## src/rtl/id_stage_pipe.sv

```systemverilog
// id_stage_pipe: instruction-decode stage for the 16-bit pipeline.
//   - register bank (r0 reads as zero, writes to r0 ignored), combinational read
//   - immediate sign extension
//   - registered ID/EX boundary with valid/ready handshake, stall hold and flush
// Optional feature macro: ID_BYPASS_EN
//   defined   -> same-cycle write-through on bank reads, and held operands refresh
//                when a writeback hits their source index during a stall
//   undefined -> reads return the pre-write value, held operands never refresh
module id_stage_pipe #(
  parameter int DATA_W     = 16,
  parameter int REG_ADDR_W = 3,
  parameter int IMM_W      = 8,
  parameter int FUNCT_W    = 2
) (
  input  logic                  clock,
  input  logic                  reset_n,
  input  logic                  in_valid,
  output logic                  in_ready,
  input  logic [REG_ADDR_W-1:0] rs,
  input  logic [REG_ADDR_W-1:0] rt,
  input  logic [REG_ADDR_W-1:0] rd,
  input  logic [FUNCT_W-1:0]    funct,
  input  logic [IMM_W-1:0]      imm,
  input  logic [DATA_W-1:0]     pc4,
  input  logic                  flush,
  input  logic                  wb_we,
  input  logic [REG_ADDR_W-1:0] wb_addr,
  input  logic [DATA_W-1:0]     wb_data,
  output logic                  out_valid,
  input  logic                  out_ready,
  output logic [DATA_W-1:0]     out_rs_data,
  output logic [DATA_W-1:0]     out_rt_data,
  output logic [DATA_W-1:0]     out_imm_ext,
  output logic [DATA_W-1:0]     out_pc4,
  output logic [REG_ADDR_W-1:0] out_rd,
  output logic [FUNCT_W-1:0]    out_funct
);

  localparam int NREGS = 1 << REG_ADDR_W;
  localparam logic [REG_ADDR_W-1:0] R0 = {REG_ADDR_W{1'b0}};
  localparam logic [DATA_W-1:0]     DZERO = {DATA_W{1'b0}};

  logic [DATA_W-1:0]     bank_r [NREGS];
  logic                  out_valid_r;
  logic [DATA_W-1:0]     rs_data_r;
  logic [DATA_W-1:0]     rt_data_r;
  logic [DATA_W-1:0]     imm_ext_r;
  logic [DATA_W-1:0]     pc4_r;
  logic [REG_ADDR_W-1:0] rd_r;
  logic [FUNCT_W-1:0]    funct_r;

  logic [DATA_W-1:0]     rs_data_s;
  logic [DATA_W-1:0]     rt_data_s;
  logic [DATA_W-1:0]     imm_ext_s;
  logic                  in_ready_s;
  logic                  accept_s;
  logic                  wb_hit_s;

`ifdef ID_BYPASS_EN
  logic [REG_ADDR_W-1:0] rs_idx_r;
  logic [REG_ADDR_W-1:0] rt_idx_r;
`endif

  // A writeback that actually changes the bank (r0 is hardwired).
  assign wb_hit_s   = wb_we && (wb_addr != R0);
  // Ready does not look at in_valid so IF can rely on it without a loop.
  assign in_ready_s = !out_valid_r || out_ready;
  assign accept_s   = in_valid && in_ready_s && !flush;
  assign imm_ext_s  = {{(DATA_W-IMM_W){imm[IMM_W-1]}}, imm};

  // Operand read: r0 forced to zero, optional same-cycle write-through.
  always_comb begin
    rs_data_s = DZERO;
    rt_data_s = DZERO;
    if (rs == R0) begin
      rs_data_s = DZERO;
`ifdef ID_BYPASS_EN
    end else if (wb_hit_s && (wb_addr == rs)) begin
      rs_data_s = wb_data;
`endif
    end else begin
      rs_data_s = bank_r[rs];
    end
    if (rt == R0) begin
      rt_data_s = DZERO;
`ifdef ID_BYPASS_EN
    end else if (wb_hit_s && (wb_addr == rt)) begin
      rt_data_s = wb_data;
`endif
    end else begin
      rt_data_s = bank_r[rt];
    end
  end

  // Register bank: cleared on reset, writes land regardless of flush/stall.
  always_ff @(posedge clock or negedge reset_n) begin
    if (!reset_n) begin
      for (int i = 0; i < NREGS; i++) begin
        bank_r[i] <= DZERO;
      end
    end else if (wb_hit_s) begin
      bank_r[wb_addr] <= wb_data;
    end
  end

  // ID/EX boundary: flush beats accept, accept beats drain, otherwise hold.
  always_ff @(posedge clock or negedge reset_n) begin
    if (!reset_n) begin
      out_valid_r <= 1'b0;
      rs_data_r   <= DZERO;
      rt_data_r   <= DZERO;
      imm_ext_r   <= DZERO;
      pc4_r       <= DZERO;
      rd_r        <= R0;
      funct_r     <= {FUNCT_W{1'b0}};
    end else if (flush) begin
      out_valid_r <= 1'b0;
    end else if (accept_s) begin
      out_valid_r <= 1'b1;
      rs_data_r   <= rs_data_s;
      rt_data_r   <= rt_data_s;
      imm_ext_r   <= imm_ext_s;
      pc4_r       <= pc4;
      rd_r        <= rd;
      funct_r     <= funct;
    end else if (out_valid_r && out_ready) begin
      out_valid_r <= 1'b0;
`ifdef ID_BYPASS_EN
    end else if (out_valid_r && wb_hit_s) begin
      // Stalled instruction picks up a value written to its source register.
      if (wb_addr == rs_idx_r) begin
        rs_data_r <= wb_data;
      end
      if (wb_addr == rt_idx_r) begin
        rt_data_r <= wb_data;
      end
`endif
    end
  end

`ifdef ID_BYPASS_EN
  // Source indices of the held instruction, kept for the stall-refresh compare.
  always_ff @(posedge clock or negedge reset_n) begin
    if (!reset_n) begin
      rs_idx_r <= R0;
      rt_idx_r <= R0;
    end else if (accept_s) begin
      rs_idx_r <= rs;
      rt_idx_r <= rt;
    end
  end
`endif

  assign in_ready    = in_ready_s;
  assign out_valid   = out_valid_r;
  assign out_rs_data = rs_data_r;
  assign out_rt_data = rt_data_r;
  assign out_imm_ext = imm_ext_r;
  assign out_pc4     = pc4_r;
  assign out_rd      = rd_r;
  assign out_funct   = funct_r;

endmodule
```

## config.mk

```make
export PLATFORM = sky130hd
export DESIGN_NAME = id_stage_pipe
export DESIGN_NICKNAME = d
export VERILOG_FILES = /design/src/rtl/id_stage_pipe.sv
export SDC_FILE = /design/constraint.sdc
export NUM_CORES = 1
export LEC_CHECK = 0
export BUFFER_PORTS_ARGS = -buffer_cell sky130_fd_sc_hd__buf_2
export CAP_MARGIN = 20
export CORE_MARGIN = 2
export CORE_UTILIZATION = 55
export CTS_CLUSTER_SIZE = 16
export DETAILED_ROUTE_END_ITERATION = 16
export PLACE_DENSITY = 0.87
export SLEW_MARGIN = 10
export SYNTH_ARGS = -nofsm -noshare
export SYNTH_HDL_FRONTEND = slang
export SYNTH_SLANG_ARGS = --single-unit
```

## constraint.sdc

```tcl
create_clock -name clock -period 1.9 [get_ports clock]
set_input_delay 0.095 -clock clock [delete_from_list [all_inputs] [get_ports clock]]
set_output_delay 0.095 -clock clock [all_outputs]
set_load 0.05 [all_outputs]
```

==> reports/qor.csv <==
metric;value;unit
status;completed;
initial_core_util;56.1;%
synth_edf_count;0;
power.internal;7680;uW
die_w;128;um
wl_per_cell;20.5;um
ant_nets;0;
fin_crit_sh;86.0;%
max_slew_margin;50.2;%
die_area;16400;sq um
hold_class;primary input to register;
synthesis.area;8490;sq um
tightest_slew;0.745;ns
cts_tree;yes;
drive_gt1_share;42.5;%
diodes;0;
yosysSeqAreaShare;51.3;%
finalWorstSetupSlack;0.266;ns
highest_layer;met4;
numPortBuffers;130;
fin_skew;0.00568;ns
first_global_vias;6581;
wl_met2;10700;um
start_kind;register;
maxCapViolations;0;
cts_resized;0;
synth_area_leader_cell;dfrtp_1;
clk_latency;0.43;ns
place_inst;972;
fin_nets;910;
rsz0062_at_grt;false;
h-tree-depth;4;
synth-main-ff-cell;dfrtp_1;
stdcell_count;1051;
arrival;2.00;ns
core_area;15100;sq um
firstDrtPassIters;5;
grt_max_degree;57;
critical_path.max_fanout;39;
critPathRequiredTime;2.26;ns
ios;131;
p_switching;3890;uW
synth.distinct_cells;31;
switching_share;33.6;%
fin_setup_tns;0;ns
grt_usage;27.1;%
min_period;1.63;ns
num_rows;45;
fmax;612;MHz
combPwrFrac;27.3;%
antenna_found_initial;0;
die_y;128;um
leakage;0.00485;uW
met1_length;8900;um
cts_buffers;17;
critPathSlowestCell;dfrtp_2;
root_buffer;clkbuf_16;
grt_pass1_wl;34300;um
async_reset_ff_share;100;%
clkTransAtPathRegs;0.07;ns
area_growth;22.1;%
overflow;0;
cp-end-kind;register;
dp_slack;0.292;ns
powerDensity;1120;nW/um^2
avgSynthCellArea;12.5;sq um
setup.worst_path.class;register to register;
drc;0;
synthCells;681;
setup_viol;0;
power_frac_clock;29.4;%
utilization;68.5;%
place_hpwl;13300;um
crit_chain;nor2b_1, nor3b_4, buf_12, buf_4, nand2_1, nand2_1;
dr_wl_met3;1460;um
seqPwrFrac;43.2;%
timing.critical_path.mode_cell;nand2_1;
vias_per_cell;6.02;
place_congestion;0.791;
final_hold_viol_count;0;
synth-warning-count;0;
cts_sinks;174;
synth_seq_cells;174;
peakVddDrop;651;uV
synth_top_cell_area_share;51.3;%
wirelength;21500;um
vias;6326;
clockBufferDepth;2;
drt_iter0_markers;402;
maxSlewViolCount;0;
synth_area_leaders;dfrtp_1 (51%), mux2_2 (21%), mux2i_1 (5.8%), nand2_1 (4.7%), o221ai_1 (1.8%);
cpPeakStageDelay;0.40;ns
syn_nets;741;
## flip-flops by register name, summed over array words and instances, names as in the netlist
name	count
bank_r	112
out_pc4	16
out_rs_data	16
out_rt_data	16
out_imm_ext	8
out_rd	3
out_funct	2
out_valid	1
## synthesized netlist by cell type (all sizes together), types with 2 or more instances
| cell type | instances |
|---|---|
| dfrtp | 174 |
| mux2 | 160 |
| nand2b | 2 |
| nand4b | 3 |
| mux2i | 49 |
| buf | 55 |
| o221ai | 17 |
| a22oi | 9 |
| a221oi | 13 |
| and4bb | 2 |
| nand3b | 2 |
| a21oi | 9 |
| nor2 | 12 |
| a211oi | 8 |
| o31ai | 13 |
| nor2b | 3 |
| o22ai | 13 |
| nand2 | 107 |
| o22a | 17 |
| clkbuf | 6 |
## routing by layer
metal,track usage (%),vias up
li1,-,2826
met1,33.6,3201
met2,47.0,251
met3,5.72,48
met4,9.83,0
met5,0,-
## per-stage QoR
| step | cell area (sq um) | hold WS, ns | power, uW |
|---|---|---|---|
| after detailed placement | 9330 | 0.0967 | 8110 |
| final | 10400 | 0.0301 | 11600 |
| after CTS | 10400 | 0.0167 | 11600 |
| after global placement | 9330 | 0.0907 | 7980 |
| after floorplan | 8490 | -0.201 | 7270 |
| after global routing | 10400 | 0.0293 | 12100 |
## path summary, 6_finish.rpt
path	to	startpoint	cells past startpoint	slack, ns
max	out_imm_ext[5]	out_valid	6	0.27
min	bank_r[104]	wb_data[8]	2	0.03
max reg2reg	out_imm_ext[5]	out_valid	6	0.27
max in group asynchronous	bank_r[105]	reset_n	3	1.01
min reg2reg	out_rs_data[0]	out_rs_data[0]	2	0.47
min in group asynchronous	out_imm_ext[7]	reset_n	2	0.20
## layout by cell type, fill, tap and decap left out, types with 2 or more instances in the layout
cell and count:
a221oi_1 13, o221ai_1 17, inv_6 3, dlygate4sd3_1 47
o22a_1 17, buf_4 27, a22oi_1 9, buf_12 7
mux2i_1 49, nor2_1 12, nand2b_1 2, mux2_2 159
dfrtp_1 173, o31ai_1 13, clkinvlp_4 2, nand2_1 107
nand4b_4 3, a21oi_1 8, nand3b_1 2, buf_2 129
clkinv_2 7, and4bb_2 2, nor2b_1 3, bufinv_16 2
a211oi_1 8, clkbuf_16 17, o22ai_1 13
## timing repair
item / CTS / global route
buffers inserted: 0 / 0
hold endpoints to repair: 179 / 0
hold buffers: 47 / 0
## layout make-up
class	instances	area [sq um]
fillers	1025	4770
inverters	1	3.75
multi-input cells	445	3740
flip-flops and latches	174	4360
well taps	188	235
repair buffers	211	1470
clock buffers	17	425
clock inverters	15	145
## worst max-delay path: cells and delay by family (launching register included)
| family | cells | cell delay (ns) |
|---|---|---|
| flip-flops | 1 | 0.40 |
| buffers and inverters | 2 | 0.56 |
| AND/OR/NAND/NOR | 4 | 0.57 |
## logic make-up after synthesis
logic type             synth area share [%]
muxes                                  27.3
DFF                                    51.3
and+or+nand+nor                        7.49
buffers and inverters                  4.79
AOI/OAI and AO/OA                      9.14
## power groups by stage
stage          logic [uW]  clock network, uW  registers (uW)
6_report             3160               3410            5000
5_1_grt              3380               3610            5100
4_1_cts              3150               3440            4990
3_5_place_dp         3060                  0            5050
2_1_floorplan        1540                  0            5730
3_3_place_gp         2970                  0            5010
Note: power is estimated with default switching activity, not from simulation.
